--- src/rtl/vgaterm_cmd.sv ---
// Byte-stream command interpreter in front of the VGA character terminal.
// Turns bytes into setup/pulse/hold strobe ops and tracks a shadow cursor.
module vgaterm_cmd #(
  parameter int          ROWS     = 30,
  parameter int          COLS     = 80,
  parameter int          TABW     = 8,
  parameter logic [7:0]  CLR_CHAR = 8'h20
) (
  input  logic       clk,
  input  logic       reset,
  input  logic [7:0] in_data,
  input  logic       in_valid,
  output logic       in_ready,
  output logic [7:0] data,
  output logic       dstb,
  output logic       rstb,
  output logic       cstb,
  output logic [4:0] currow,
  output logic [6:0] curcol,
  output logic       busy
);

  // Handshake: a byte transfers on the rising clk edge where in_valid && in_ready;
  // in_data must be held stable by the source until that edge.
  typedef enum logic [2:0] {
    S_IDLE, S_ESC1, S_ESC_ROW, S_ESC_COL, S_SETUP, S_PULSE, S_HOLD
  } state_t;
  typedef enum logic [1:0] {OP_D, OP_R, OP_C} op_t;
  typedef enum logic [1:0] {CH_NONE, CH_COL, CH_CLR_COL, CH_CLR_CHARS} chain_t;

  localparam logic [4:0]  ROW_MAX  = 5'(ROWS - 1);
  localparam logic [6:0]  COL_MAX  = 7'(COLS - 1);
  localparam logic [7:0]  ROW_LIM  = 8'(32 + ROWS - 1);
  localparam logic [7:0]  COL_LIM  = 8'(32 + COLS - 1);
  localparam logic [11:0] CLR_LAST = 12'(ROWS * COLS - 1);

  state_t      state, state_n;
  op_t         op, op_n;
  chain_t      chain, chain_n;
  logic [11:0] cnt, cnt_n;
  logic [4:0]  row_pend, row_pend_n, row_n, row_inc;
  logic [6:0]  col_pend, col_pend_n, col_n, tab_col, esc_col;
  logic [7:0]  data_n, tab_sum;
  logic        accept;

  function automatic logic [4:0] clamp_row(input logic [7:0] b);
    return (b < 8'h20 || b > ROW_LIM) ? ROW_MAX : 5'(b - 8'h20);
  endfunction

  function automatic logic [6:0] clamp_col(input logic [7:0] b);
    return (b < 8'h20 || b > COL_LIM) ? COL_MAX : 7'(b - 8'h20);
  endfunction

  always_ff @(posedge clk or posedge reset) begin
    if (reset) begin
      state    <= S_IDLE;
      op       <= OP_D;
      chain    <= CH_NONE;
      cnt      <= '0;
      row_pend <= '0;
      col_pend <= '0;
      data     <= '0;
      currow   <= '0;
      curcol   <= '0;
    end else begin
      state    <= state_n;
      op       <= op_n;
      chain    <= chain_n;
      cnt      <= cnt_n;
      row_pend <= row_pend_n;
      col_pend <= col_pend_n;
      data     <= data_n;
      currow   <= row_n;
      curcol   <= col_n;
    end
  end

  always_comb begin
    state_n    = state;
    op_n       = op;
    chain_n    = chain;
    cnt_n      = cnt;
    row_pend_n = row_pend;
    col_pend_n = col_pend;
    data_n     = data;
    row_n      = currow;
    col_n      = curcol;
    in_ready   = (state == S_IDLE) || (state == S_ESC1) ||
                 (state == S_ESC_ROW) || (state == S_ESC_COL);
    busy       = !in_ready;
    accept     = in_valid && in_ready;
    dstb       = (state == S_PULSE) && (op == OP_D);
    rstb       = (state == S_PULSE) && (op == OP_R);
    cstb       = (state == S_PULSE) && (op == OP_C);
    row_inc    = (currow == ROW_MAX) ? 5'd0 : currow + 5'd1;
    tab_sum    = ({1'b0, curcol} | 8'(TABW - 1)) + 8'd1;
    tab_col    = (tab_sum > {1'b0, COL_MAX}) ? COL_MAX : tab_sum[6:0];
    esc_col    = clamp_col(in_data);

    case (state)
      S_IDLE: begin
        if (accept) begin
          if (in_data == 8'h1B) begin
            state_n = S_ESC1;
          end else if (in_data == 8'h0D) begin
            col_n = '0; op_n = OP_C; data_n = '0; state_n = S_SETUP;
          end else if (in_data == 8'h0A) begin
            row_n = row_inc; op_n = OP_R; data_n = {3'b0, row_inc}; state_n = S_SETUP;
          end else if (in_data == 8'h08) begin
            if (curcol != '0) begin
              col_n = curcol - 7'd1; op_n = OP_C;
              data_n = {1'b0, curcol - 7'd1}; state_n = S_SETUP;
            end
          end else if (in_data == 8'h09) begin
            col_n = tab_col; op_n = OP_C; data_n = {1'b0, tab_col}; state_n = S_SETUP;
          end else if (in_data == 8'h0C) begin
            // Clear: home both axes, then fill every cell; the terminal wraps back to 0,0.
            row_n = '0; col_n = '0; op_n = OP_R; data_n = '0;
            chain_n = CH_CLR_COL; state_n = S_SETUP;
          end else if (in_data >= 8'h20 && in_data != 8'h7F) begin
            op_n = OP_D; data_n = in_data; state_n = S_SETUP;
            if (curcol == COL_MAX) begin
              col_n = '0; row_n = row_inc;
            end else begin
              col_n = curcol + 7'd1;
            end
          end
        end
      end
      S_ESC1: begin
        if (accept) state_n = (in_data == 8'h3D) ? S_ESC_ROW : S_IDLE;
      end
      S_ESC_ROW: begin
        if (accept) begin
          row_pend_n = clamp_row(in_data);
          state_n    = S_ESC_COL;
        end
      end
      S_ESC_COL: begin
        if (accept) begin
          row_n = row_pend; col_n = esc_col; col_pend_n = esc_col;
          op_n = OP_R; data_n = {3'b0, row_pend};
          chain_n = CH_COL; state_n = S_SETUP;
        end
      end
      S_SETUP: state_n = S_PULSE;
      S_PULSE: state_n = S_HOLD;
      S_HOLD: begin
        case (chain)
          CH_COL: begin
            op_n = OP_C; data_n = {1'b0, col_pend}; chain_n = CH_NONE; state_n = S_SETUP;
          end
          CH_CLR_COL: begin
            op_n = OP_C; data_n = '0; chain_n = CH_CLR_CHARS; state_n = S_SETUP;
          end
          CH_CLR_CHARS: begin
            if (op == OP_C) begin
              op_n = OP_D; data_n = CLR_CHAR; cnt_n = '0; state_n = S_SETUP;
            end else if (cnt == CLR_LAST) begin
              chain_n = CH_NONE; state_n = S_IDLE;
            end else begin
              cnt_n = cnt + 12'd1; state_n = S_SETUP;
            end
          end
          default: state_n = S_IDLE;
        endcase
      end
      default: state_n = S_IDLE;
    endcase
  end

endmodule

--- config.mk ---
export PLATFORM = sky130hd
export DESIGN_NAME = vgaterm_cmd
export DESIGN_NICKNAME = d
export VERILOG_FILES = /design/src/rtl/vgaterm_cmd.sv
export SDC_FILE = /design/constraint.sdc
export NUM_CORES = 1
export LEC_CHECK = 0
export CAP_MARGIN = 0
export CELL_PAD_IN_SITES_DETAIL_PLACEMENT = 0
export CELL_PAD_IN_SITES_GLOBAL_PLACEMENT = 1
export CORE_ASPECT_RATIO = 0.75
export CORE_MARGIN = 2
export CORE_UTILIZATION = 47
export CTS_BUF_LIST = sky130_fd_sc_hd__clkbuf_16
export DETAILED_ROUTE_END_ITERATION = 10
export GPL_TIMING_DRIVEN = 0
export HOLD_SLACK_MARGIN = 0.05
export PLACE_DENSITY = 0.92
export SYNTH_ARGS = -nofsm -noshare
export SYNTH_HDL_FRONTEND = slang
export SYNTH_SLANG_ARGS = --single-unit
--- constraint.sdc ---
create_clock -name clk -period 4.7 [get_ports clk]
set_input_delay 1.175 -clock clk [delete_from_list [all_inputs] [get_ports clk]]
set_output_delay 1.175 -clock clk [all_outputs]
set_load 0.05 [all_outputs]
==> flow_summary.ini <==
[status]
run_status = finished clean

[synthesis]
yosys.area_share.simple_pct = 24.46
syn_inst = 435
synth-main-ff-cell = dfrtp_1
synthMuxAreaShare_pct = 7.022
synth_compound_area_share_pct = 23.13
syn_nets = 458
synthAdderAreaFrac_pct = 4.071
synth_enable_flop_cells = 0
synth_cell_types = 65
yosysWarningCount = 0
synth_seq_cells = 51
synth_top_family_by_area = simple AND/OR/NAND/NOR gates
avgSynthCellArea_um2 = 8.479
async_reset_ff_share_pct = 100.0
yosysSeqAreaShare_pct = 34.60
syn_area_mm2 = 0.003689
synth-xor-area-share_pct = 2.137

[cts]
ctsResizeCount = 0
h-tree-depth = 2
clockRootBuffer = clkbuf_16
clk_pin_slew_ns = 0.07
clockBufferDepth = 2
cts_hold_buffers = 0
cts_buffers = 5
cts_tree = built
clk_latency_ns = 0.29
cts_num_sinks = 51
postCtsSetupBuffers = 0

[layout]
multi_input_area_mm2 = 0.002243
antenna_cells = 0
nets = 497
synthToLayoutAreaGrowth_pct = 17.03
postLayoutCellArea_mm2 = 0.004317
layout-drive-gt1-share_pct = 7.158
instances_no_fill = 576
seq_area_mm2 = 0.001276
fill_cells = 674
utilization_pct = 57.82

[route]
route.detailed.drc = 0
drt-total-wl_um = 10440
ant_nets = 0
via_per_inst = 6.300
firstDrtPassIters = 5
via_count = 3629
wl_per_cell_um = 18.12
drtIter0Drc = 414

[timing]
fmax_ghz = 0.2319
timing.final.crit_share_pct = 91.75
rsz0062_at_grt = false
fin_tns_setup_ns = 0
fin_ws_ns = 0.3876
slew_viol_final = 0
clock_skew_ns = 0.01132
setup_viol = 0
hold_slack_ns = 0.4903
slew_headroom_pct = 19.93
finalHoldViolCount = 0
tightest_slew_ns = 1.185
layout_min_cycle_time_ns = 4.312

[power]
switching_share_pct = 47.19
power_mw = 2.751
p_int_mw = 1.453
peakVddDrop_mv = 0.3595
power_frac_comb_pct = 57.6
p_clk_share_pct = 15.4
power_leakage_nw = 1.693
power.share.sequential_pct = 27.0
power_density_mw_per_mm2 = 637.4
p_sw_mw = 1.298

[worst_setup_path]
path_class = in -> reg
r2r-start = curcol[3]
crit_fanout = 8
arrival_ns = 4.49
worstSetupEndpointType = register
start_kind = primary input
critPathRequiredTime_ns = 4.88
crit_path_start = in_data[7]

[floorplan]
row_count = 27
ioPinCount = 36
dieHeight_um = 80.72
core_region_area_mm2 = 0.007466
die_w_um = 106.3
initial_utilization_pct = 49.41
die_area_mm2 = 0.008580

[grt]
grt_max_degree = 34
grt_first_pass_wirelength_um = 17220
track_usage_pct = 25.65
grt_overflow = 0
grt_pass1_vias = 3263
antenna_found_initial = 0

[placed_design]
dp_slack_ns = 0.2807
post_dp_cell_area_mm2 = 0.004145
gp_congestion = 0.9973
place_hpwl_um = 7840
port-buffer-count = 31
dp_cells = 568

[flow_run]
maxCapViolations = 0

[worst_hold_path]
min-delay-path-class = reg -> reg
worstHoldStart = cnt[11]
[per-layer routing]
layer / global-route usage [%] / part of all wire, % / vias to the layer above
li1: - / - / 1691
met1: 41.37 / 49 / 1730
met2: 35.00 / 39 / 192
met3: 4.627 / 9.9 / 16
met4: 5.000 / 1.2 / 0
met5: 0 / 0 / -
[layout make-up]
| class | count | share of cell area (%) |
|---|---|---|
| plain buffers | 26 | 2.696 |
| clock buffers | 5 | 2.899 |
| clock inverters | 3 | 1.072 |
| inverters | 14 | 1.217 |
| multi-input cells | 344 | 51.97 |
| flip-flops and latches | 51 | 29.57 |
| well taps | 101 | 2.928 |
| repair buffers | 32 | 7.652 |
[synth_stat cells (5+ instances only)]
| cell | number | share of area [%] |
|---|---|---|
| o21ai_0 | 39 | 5.3 |
| nand3_1 | 15 | 2.0 |
| nand4_1 | 12 | 2.0 |
| nor3_1 | 10 | 1.4 |
| o22ai_1 | 5 | 0.85 |
| o22a_1 | 6 | 1.4 |
| xnor2_1 | 8 | 1.9 |
| o21a_1 | 9 | 1.8 |
| a31oi_1 | 5 | 0.85 |
| nor2_1 | 45 | 4.6 |
| mux2i_1 | 9 | 2.4 |
| clkbuf_1 | 23 | 2.3 |
| nor4_1 | 5 | 0.85 |
| nor2b_1 | 7 | 1.2 |
| mux2_2 | 15 | 4.6 |
| ha_1 | 12 | 4.1 |
| nor3b_1 | 5 | 1.0 |
| dfrtp_1 | 51 | 35 |
| nand2_1 | 46 | 4.7 |
| a21oi_1 | 15 | 2.0 |
| inv_1 | 14 | 1.4 |
| nand3b_1 | 6 | 1.2 |
[worst max-delay path: stages]
cell,delay (ns)
clkdlybuf4s50_1,0.65
or4_4,0.64
nor4_1,0.65
a41oi_1,0.32
o311ai_1,0.43
nand2_1,0.27
mux2_2,0.35
[worst paths after layout]
check | cells past startpoint | end | slack [ns]
hold / removal | 1 | cnt[11] | 0.49
hold reg to reg | 1 | cnt[11] | 0.49
setup / recovery | 7 | currow[4] | 0.39
max in group asynchronous | 3 | col_pend[5] | 2.97
setup reg to reg | 7 | data[4] | 1.76
min in group asynchronous | 2 | cnt[9] | 1.21
[sequential cells by signal, summed over array words and instances, names as in the netlist]
name and count:
currow 5, chain 2, col_pend 7, op 2, state 3, row_pend 5, cnt 12, data 8
curcol 7
[power groups by stage]
stage,Sequential (mW),Clock (mW),Combinational (mW)
6_report,0.744,0.423,1.58
5_1_grt,0.771,0.447,1.71
4_1_cts,0.743,0.426,1.57
3_5_place_dp,0.753,0,1.56
3_3_place_gp,0.743,0,1.54
2_1_floorplan,1.00,0,0.862
[cell families (layout without fill, tap and decap cells)]
family | after synthesis | after routing
AOI/OAI and AO/OA | 124 | 124
xor gates and xnor gates | 9 | 9
adders and majority gates | 12 | 12
buffers and inverters | 40 | 80
DFF | 51 | 51
muxes | 24 | 24
and+or+nand+nor | 175 | 175
[cell usage in the layout (no fill, tap or decap), types with 3 or more instances in the layout]
master	synthesis	routed
and3_1	4	4
nand2b_1	3	3
nand4_1	12	12
nor2_1	45	45
mux2i_1	9	9
o21bai_1	4	4
a21oi_1	15	15
o41ai_1	4	4
dfrtp_1	51	51
nor2b_1	7	7
nor4_1	5	5
o21a_1	9	9
o211ai_1	4	4
nand2_1	46	46
nor3_1	10	10
inv_1	14	13
a31oi_1	5	5
clkbuf_1	23	23
ha_1	12	12
clkbuf_16	0	5
or3_1	3	3
nor3b_1	5	5
o31ai_1	3	3
o21ai_0	39	39
mux2_2	15	15
clkdlybuf4s50_1	0	31
o22ai_1	5	5
nand3b_1	6	6
o22a_1	6	6
nand3_1	15	15
xnor2_1	8	8
(Power assumes the default switching activity.)
